[src/rtl/sram_controller.sv]
// -----------------------------------------------------------------------------
// sram_controller
//
// Bridges the pipeline's 32-bit load/store requests onto a 16-bit asynchronous
// SRAM. Each word access is split into two halfword phases (low half first),
// and each phase holds the SRAM strobes for WAIT_CYCLES clock cycles. While an
// access is pending the pipeline is frozen.
//
// Data memory is mapped at byte address 1024, so the SRAM sees
// (address - 1024) with the byte offset dropped and a halfword select appended.
//
// Parameters:
//   WAIT_CYCLES  cycles per 16-bit half-access (1..15)
//
// Ports:
//   clk          clock, rising edge
//   rst          asynchronous active-high reset
//   wr_en        store request (wins if rd_en is also high)
//   rd_en        load request
//   address      byte address from the ALU
//   write_data   store data
//   read_data    load data, registered
//   ready        no access pending, or access completing this cycle
//   freeze       pipeline stall, inverse of ready
//   sram_addr    SRAM halfword address
//   sram_dq_out  SRAM write data
//   sram_dq_in   SRAM read data
//   sram_dq_oe   drive sram_dq_out onto the pad
//   sram_we_n    SRAM write strobe, active-low
//   sram_oe_n    SRAM output enable, active-low
// -----------------------------------------------------------------------------
module sram_controller #(
    parameter int unsigned WAIT_CYCLES = 2
) (
    input  logic        clk,
    input  logic        rst,
    input  logic        wr_en,
    input  logic        rd_en,
    input  logic [31:0] address,
    input  logic [31:0] write_data,
    output logic [31:0] read_data,
    output logic        ready,
    output logic        freeze,
    output logic [17:0] sram_addr,
    output logic [15:0] sram_dq_out,
    input  logic [15:0] sram_dq_in,
    output logic        sram_dq_oe,
    output logic        sram_we_n,
    output logic        sram_oe_n
);

    if (WAIT_CYCLES < 1 || WAIT_CYCLES > 15) begin : gen_bad_wait
        $error("sram_controller: WAIT_CYCLES must be in 1..15");
    end

    localparam logic [3:0]  LAST_COUNT  = 4'(WAIT_CYCLES - 1);
    localparam logic [31:0] BASE_OFFSET = 32'd1024;

    typedef enum logic [1:0] {
        StIdle,
        StAccLo,
        StAccHi,
        StDone
    } state_t;

    state_t      state_q;
    logic [3:0]  count_q;
    logic [31:0] addr_q;
    logic [31:0] data_q;
    logic        is_write_q;

    // Effective address of the incoming request (used when leaving idle) and
    // of the latched request (used for the high half).
    logic [31:0] eff_in;
    logic [31:0] eff_q;
    logic        req;
    logic        last_cycle;

    assign eff_in     = address - BASE_OFFSET;
    assign eff_q      = addr_q - BASE_OFFSET;
    assign req        = wr_en | rd_en;
    assign last_cycle = (count_q == LAST_COUNT);

    // Byte offset and bits above the SRAM window do not reach the SRAM.
    logic unused_eff;
    assign unused_eff = ^{eff_in[31:19], eff_in[1:0], eff_q[31:19], eff_q[1:0]};

    assign ready  = (state_q == StDone) || ((state_q == StIdle) && !req);
    assign freeze = ~ready;

    // Single FSM block: state, latches and all SRAM-side outputs are
    // registered so the strobes line up exactly with the access states.
    always_ff @(posedge clk or posedge rst) begin
        if (rst) begin
            state_q     <= StIdle;
            count_q     <= 4'd0;
            addr_q      <= 32'd0;
            data_q      <= 32'd0;
            is_write_q  <= 1'b0;
            read_data   <= 32'd0;
            sram_addr   <= 18'd0;
            sram_dq_out <= 16'd0;
            sram_dq_oe  <= 1'b0;
            sram_we_n   <= 1'b1;
            sram_oe_n   <= 1'b1;
        end else begin
            unique case (state_q)
                StIdle: begin
                    if (req) begin
                        addr_q     <= address;
                        data_q     <= write_data;
                        is_write_q <= wr_en;
                        count_q    <= 4'd0;
                        state_q    <= StAccLo;
                        sram_addr  <= {eff_in[18:2], 1'b0};
                        if (wr_en) begin
                            sram_dq_out <= write_data[15:0];
                            sram_we_n   <= 1'b0;
                            sram_dq_oe  <= 1'b1;
                            sram_oe_n   <= 1'b1;
                        end else begin
                            sram_we_n   <= 1'b1;
                            sram_dq_oe  <= 1'b0;
                            sram_oe_n   <= 1'b0;
                        end
                    end
                end

                StAccLo: begin
                    if (last_cycle) begin
                        count_q   <= 4'd0;
                        state_q   <= StAccHi;
                        sram_addr <= {eff_q[18:2], 1'b1};
                        if (is_write_q) begin
                            sram_dq_out <= data_q[31:16];
                        end else begin
                            read_data[15:0] <= sram_dq_in;
                        end
                    end else begin
                        count_q <= count_q + 4'd1;
                    end
                end

                StAccHi: begin
                    if (last_cycle) begin
                        count_q    <= 4'd0;
                        state_q    <= StDone;
                        sram_we_n  <= 1'b1;
                        sram_oe_n  <= 1'b1;
                        sram_dq_oe <= 1'b0;
                        if (!is_write_q) begin
                            read_data[31:16] <= sram_dq_in;
                        end
                    end else begin
                        count_q <= count_q + 4'd1;
                    end
                end

                StDone: begin
                    // A request still held here is picked up by idle next cycle.
                    state_q <= StIdle;
                end

                default: begin
                    state_q <= StIdle;
                end
            endcase
        end
    end

endmodule

[config.mk]
export PLATFORM = sky130hd
export DESIGN_NAME = sram_controller
export DESIGN_NICKNAME = d
export VERILOG_FILES = /design/src/rtl/sram_controller.sv
export SDC_FILE = /design/constraint.sdc
export NUM_CORES = 1
export LEC_CHECK = 0
export ABC_AREA = 1
export CAP_MARGIN = 30
export CORE_ASPECT_RATIO = 2
export CORE_MARGIN = 4
export CORE_UTILIZATION = 25
export CTS_CLUSTER_DIAMETER = 30
export DETAILED_ROUTE_END_ITERATION = 10
export SLEW_MARGIN = 20
export SYNTH_ARGS = -nofsm -noshare
export SYNTH_HDL_FRONTEND = slang
export SYNTH_SLANG_ARGS = --single-unit
[constraint.sdc]
create_clock -name clk -period 4.66 [get_ports clk]
set_clock_uncertainty 0.2 [all_clocks]
set_input_delay 0.932 -clock clk [delete_from_list [all_inputs] [get_ports clk]]
set_output_delay 0.932 -clock clk [all_outputs]
set_load 0.02 [all_outputs]
Yosys cells after proc, flatten, opt, wreduce, memory -nomap -nowiden. Cells that the tools add are included.

Add/sub/neg operators: 3. Equality and inequality tests: 9. Multiplexer cells: 24. Bitwise gates (word level): 3. Reductions and logical operators: 16.

Operator list (count): two-way mux 16 bit (4); subtractor 19 x 11 -> 19 bit (second input constant) (2); two-way mux 18 bit (2); one-hot mux 18 bit (2 select lines) (1); one-hot mux 16 bit (2 select lines) (1); AND reduction 3 bit (5); != test 2 bit (second input constant) (5); two-way mux 4 bit (2); one-hot mux 2 bit (4 select lines) (1); one-hot mux 4 bit (2 select lines) (1); two-way mux 1 bit (6); two-way mux 2 bit (3); one-hot mux 1 bit (2 select lines) (3); nonzero test 2 bit (3); AND reduction 5 bit (1); adder 4 x 1 -> 4 bit (second input constant) (1); equality test 2 bit (second input constant) (2); equality test 4 x 1 -> 1 bit (second input constant) (1); AND reduction 2 bit (2); equality test 2 x 1 -> 1 bit (second input constant) (1); zero test 2 bit (1); inverter 1 bit (2); OR reduction 2 bit (1); logical AND 1 bit (1); 3 further kinds (3).

Register bits: 127.

Longest topological paths before layout.
Depth in word-level cells: 5. Depth in mapped cells: 15. Gate-level depth less buffers: 14.

Worst setup path after synthesis. No wires, ideal clock.

Path kind: input to output. Start: input port wr_en. End: output port ready. Arrival: 1645 ps. Slack: 1883 ps. Stages on the path: 4. Path buffers: 0. Cells stage by stage: or2_1 -> nor2_1 -> nor2_1 -> inv_1.

Word-level cells in the longest chain between the ends: 4.

RTL lines: from (decl) (line 37) `input logic wr_en,`; OR 1 bit (line 81) `assign req = wr_en | rd_en;`; zero test 1 bit (line 88) `assign ready = (state_q == StDone) || ((state_q == StIdle) && !req);`; logical AND 1 bit (line 88); logical OR 1 bit (line 88); to (decl) (line 42) `output logic ready,`.

Every way passes these cells.

Worst setup path after layout. Same ends and word-level chain as after synthesis.

==> summary.md <==
| Metric | Value |
|---|---|
| Worst setup SP type | input pin |
| Final core occ | 0.358 |
| Hold-fix buffers, CTS | 0 |
| CTS max path bufs | 2 |
| Die height | 208 um |
| Clock latency on the worst-skew pair | 0.35 ns |
| Status | finished, final reports clean |
| Register area share after synthesis | 0.549 |
| CP max stage delay | 0.59 ns |
| FF-to-FF End | sram_dq_out[9] |
| Syn_area_per_cell | 8.18 um^2 |
| Slew of the pin with the lowest slew margin | 0.749 ns |
| Gr ovfl total | 0 |
| Drt wl/cell | ~14 um |
| Max-Cap Viols | 0 |
| I/O Pins | between 150 and 200 |
| Pleak | roughly 3.4 nW |
| CP max FO | 4 |
| CTS root buf | clkbuf_16 |
| Power per cell area | 737 mW/mm^2 |
| DP Wirelength | 9.82 mm |
| Largest net degree at the start of global routing | 56 |
| Most frequent cells in the layout | nand2_1 (255), clkdlybuf4s50_1 (139), dfrtp_1 (107) |
| Achievable Freq | approximately 260 MHz |
| Worst Path Buf+Inv | 3 |
| Post-synth top area cell | dfrtp_1 |
| Initial Utilization | 0.256 |
| Cell count after synthesis | 608 |
| R2R Setup Slk | around 2.1 ns |
| Area Overhead vs Synth | 39.9% |
| Reg2reg path depth | 9 |
| Fin. Hold Viols | 0 |
| Min-Delay Path Depth | 2 |
| GRT Total Usage | 0.126 |
| Syn_nets | 699 |
| Hold Path Class | reg2reg |
| Clk slew on worst S/H paths | around 0.07 ns |
| Worst min-delay path startpoint | sram_we_n |
| Vias after detailed routing | 4190 |
| Cell variety after synth | 27 |
| Die ar. | approximately 0.022 mm^2 |
| Setup TNS | 0 ns |
| Relative slew margins | 0.501 |
| Drt first pass iters | 6 |
| Post-CTS Resized | 0 |
| DR iter-0 viols | 146 |
| Post-CTS Setup Inserts | 0 |
| Vias in the first global route | 4300 |
| Synth top area cells | dfrtp_1 (54%), nand2_1 (19%), o21ai_0 (6.7%) |
| Final #Nets | around 830 |
| Crit. End Element | output port |
| Yosys warnings | 0 |
| Crit-path cells | clkdlybuf4s50_1 > or2_1 > nor2_1 > nor2_1 > inv_1 > clkdlybuf4s50_1 |
| Antenna violations before repair | 3 |
| Mapped Area | 0.00498 mm^2 |
| CTS tree | done |
| Fraction of layout cells with a size suffix above 1 | 0.0552 |
| Max-slew violation count | 0 |
| Gpl congestion | 0.815 |
| CP required | 3.53 ns |
| CP Data Arrival Time | 2.67 ns |
| Vias/cell | 4.17 |
| Total CTS buffers | 9 |
| Post-route antenna net violation count | 0 |
| Critical path class | in2out |
| Final Cycle Share | 0.816 |
| Slowest stage cell, crit path | clkdlybuf4s50_1 |
| Most common cell after layout, fill and taps aside | nand2_1 |
| Post-synthesis register bit count | 109 |
| RSZ-0062 raised after global routing | false |
| Synth top area share | 0.538 |
| H-Tree Depth | 3 |
| Delay-heaviest family, CP | buffers and inverters |
| Tmin final | 3.80 ns |
| Core Area | 0.0195 mm^2 |
| Final setup violation count | 0 |
| Peak supply drop | 297 uV |
| First-pass GRT wire length | 22.1 mm |
| Die X | 108 um |
| Num Clock Sinks | between 100 and 150 |
| R2r startpoint | state_q[0] |
| Hold endpoint | sram_we_n |
| Port Buffers | 139 |
| Final wirelength | 13.6 mm |
| DRC viols | 0 |
| Number of core rows | 72 |
[routing by layer]
metal,wire (um),track usage,vias to the layer above
met3,733,0.0286,16
li1,-,-,2146
met5,11,0,-
met2,7190,0.230,96
met1,5360,0.135,1930
met4,338,0.0558,2
[Yosys cell counts]
cell	instances
o22ai_1	3
inv_2	1
or2_1	1
mux2i_1	1
inv_4	1
o31ai_2	8
o21ai_4	2
clkbuf_1	12
buf_4	1
nand2_2	1
buf_2	10
dfrtp_1	107
or2_2	1
nor2_4	1
nor2_1	31
dfstp_2	2
xor2_1	1
o21ai_1	15
buf_6	4
o21ai_0	67
o21ai_2	1
nand3_1	16
a21oi_1	1
xnor2_1	1
inv_1	57
nand2_1	255
ha_1	7
[final cells by class]
type | instances | area, um^2
tap | 259 | 324
inverter | 59 | 226
fill | 2087 | 12500
antenna | 2 | 5.00
clock buffer | 10 | 229
sequential | 109 | 2730
multi-input combinational | 413 | 1870
timing repair buffer | 146 | 1500
clock inverter | 6 | 70.1
[report_power, final]
| group | total (mW) | internal, mW | switching [mW] |
|---|---|---|---|
| Combinational | 2.67 | 1.08 | 1.59 |
| Clock | 0.789 | 0.424 | 0.366 |
| Sequential | 1.67 | 1.43 | 0.240 |
| Total | 5.13 | 2.93 | 2.19 |
[worst min-delay path, delay by kind of cell (launching register included)]
family                 cells  cell delay (ns)
flip-flops                 1             0.37
AO/OA/AOI/OAI              1             0.05
buffers and inverters      1             0.04
[state kept, by name (all words and copies together), names as in the netlist, 2 cells and up]
signal / count
sram_addr: 18
sram_dq_out: 16
state_q: 2
addr_q: 17
data_q: 16
read_data: 32
count_q: 4
[cells by family (layout without fill, tap and decap cells)]
| kind of cell | after synthesis | count (layout) | share of synthesized area |
|---|---|---|---|
| mux | 1 | 1 | 0.00201 |
| other cells | 0 | 2 | 0 |
| xor+xnor | 2 | 2 | 0.00352 |
| buf+inv | 86 | 221 | 0.0747 |
| compound gates | 97 | 97 | 0.116 |
| fa+ha+maj | 7 | 7 | 0.0176 |
| simple gates | 306 | 306 | 0.238 |
| flops | 109 | 109 | 0.549 |
[worst max path at each step]
stage               start  cells past startpoint    endpoint
detailed placement  wr_en                      6       ready
CTS                 wr_en                      6       ready
finish              wr_en                      6       ready
global route        wr_en                      6       ready
global placement    wr_en                      6       ready
floorplan             rst                      1  addr_q[10]
[metrics by stage]
stage          power, mW  instance area [um^2]  hold slack, ns  cells  worst slack [ns]
2_1_floorplan       3.33                  4980           0.249    608             0.657
3_3_place_gp        4.35                  6600           0.262    983             0.841
3_5_place_dp        4.42                  6660           0.265    986             0.826
4_1_cts             5.24                  6950           0.278   1002             0.822
5_1_grt             5.59                  6960           0.295   1004             0.793
6_report            5.13                  6960           0.268   1004             0.859
Power figures use the tool's default switching activity.
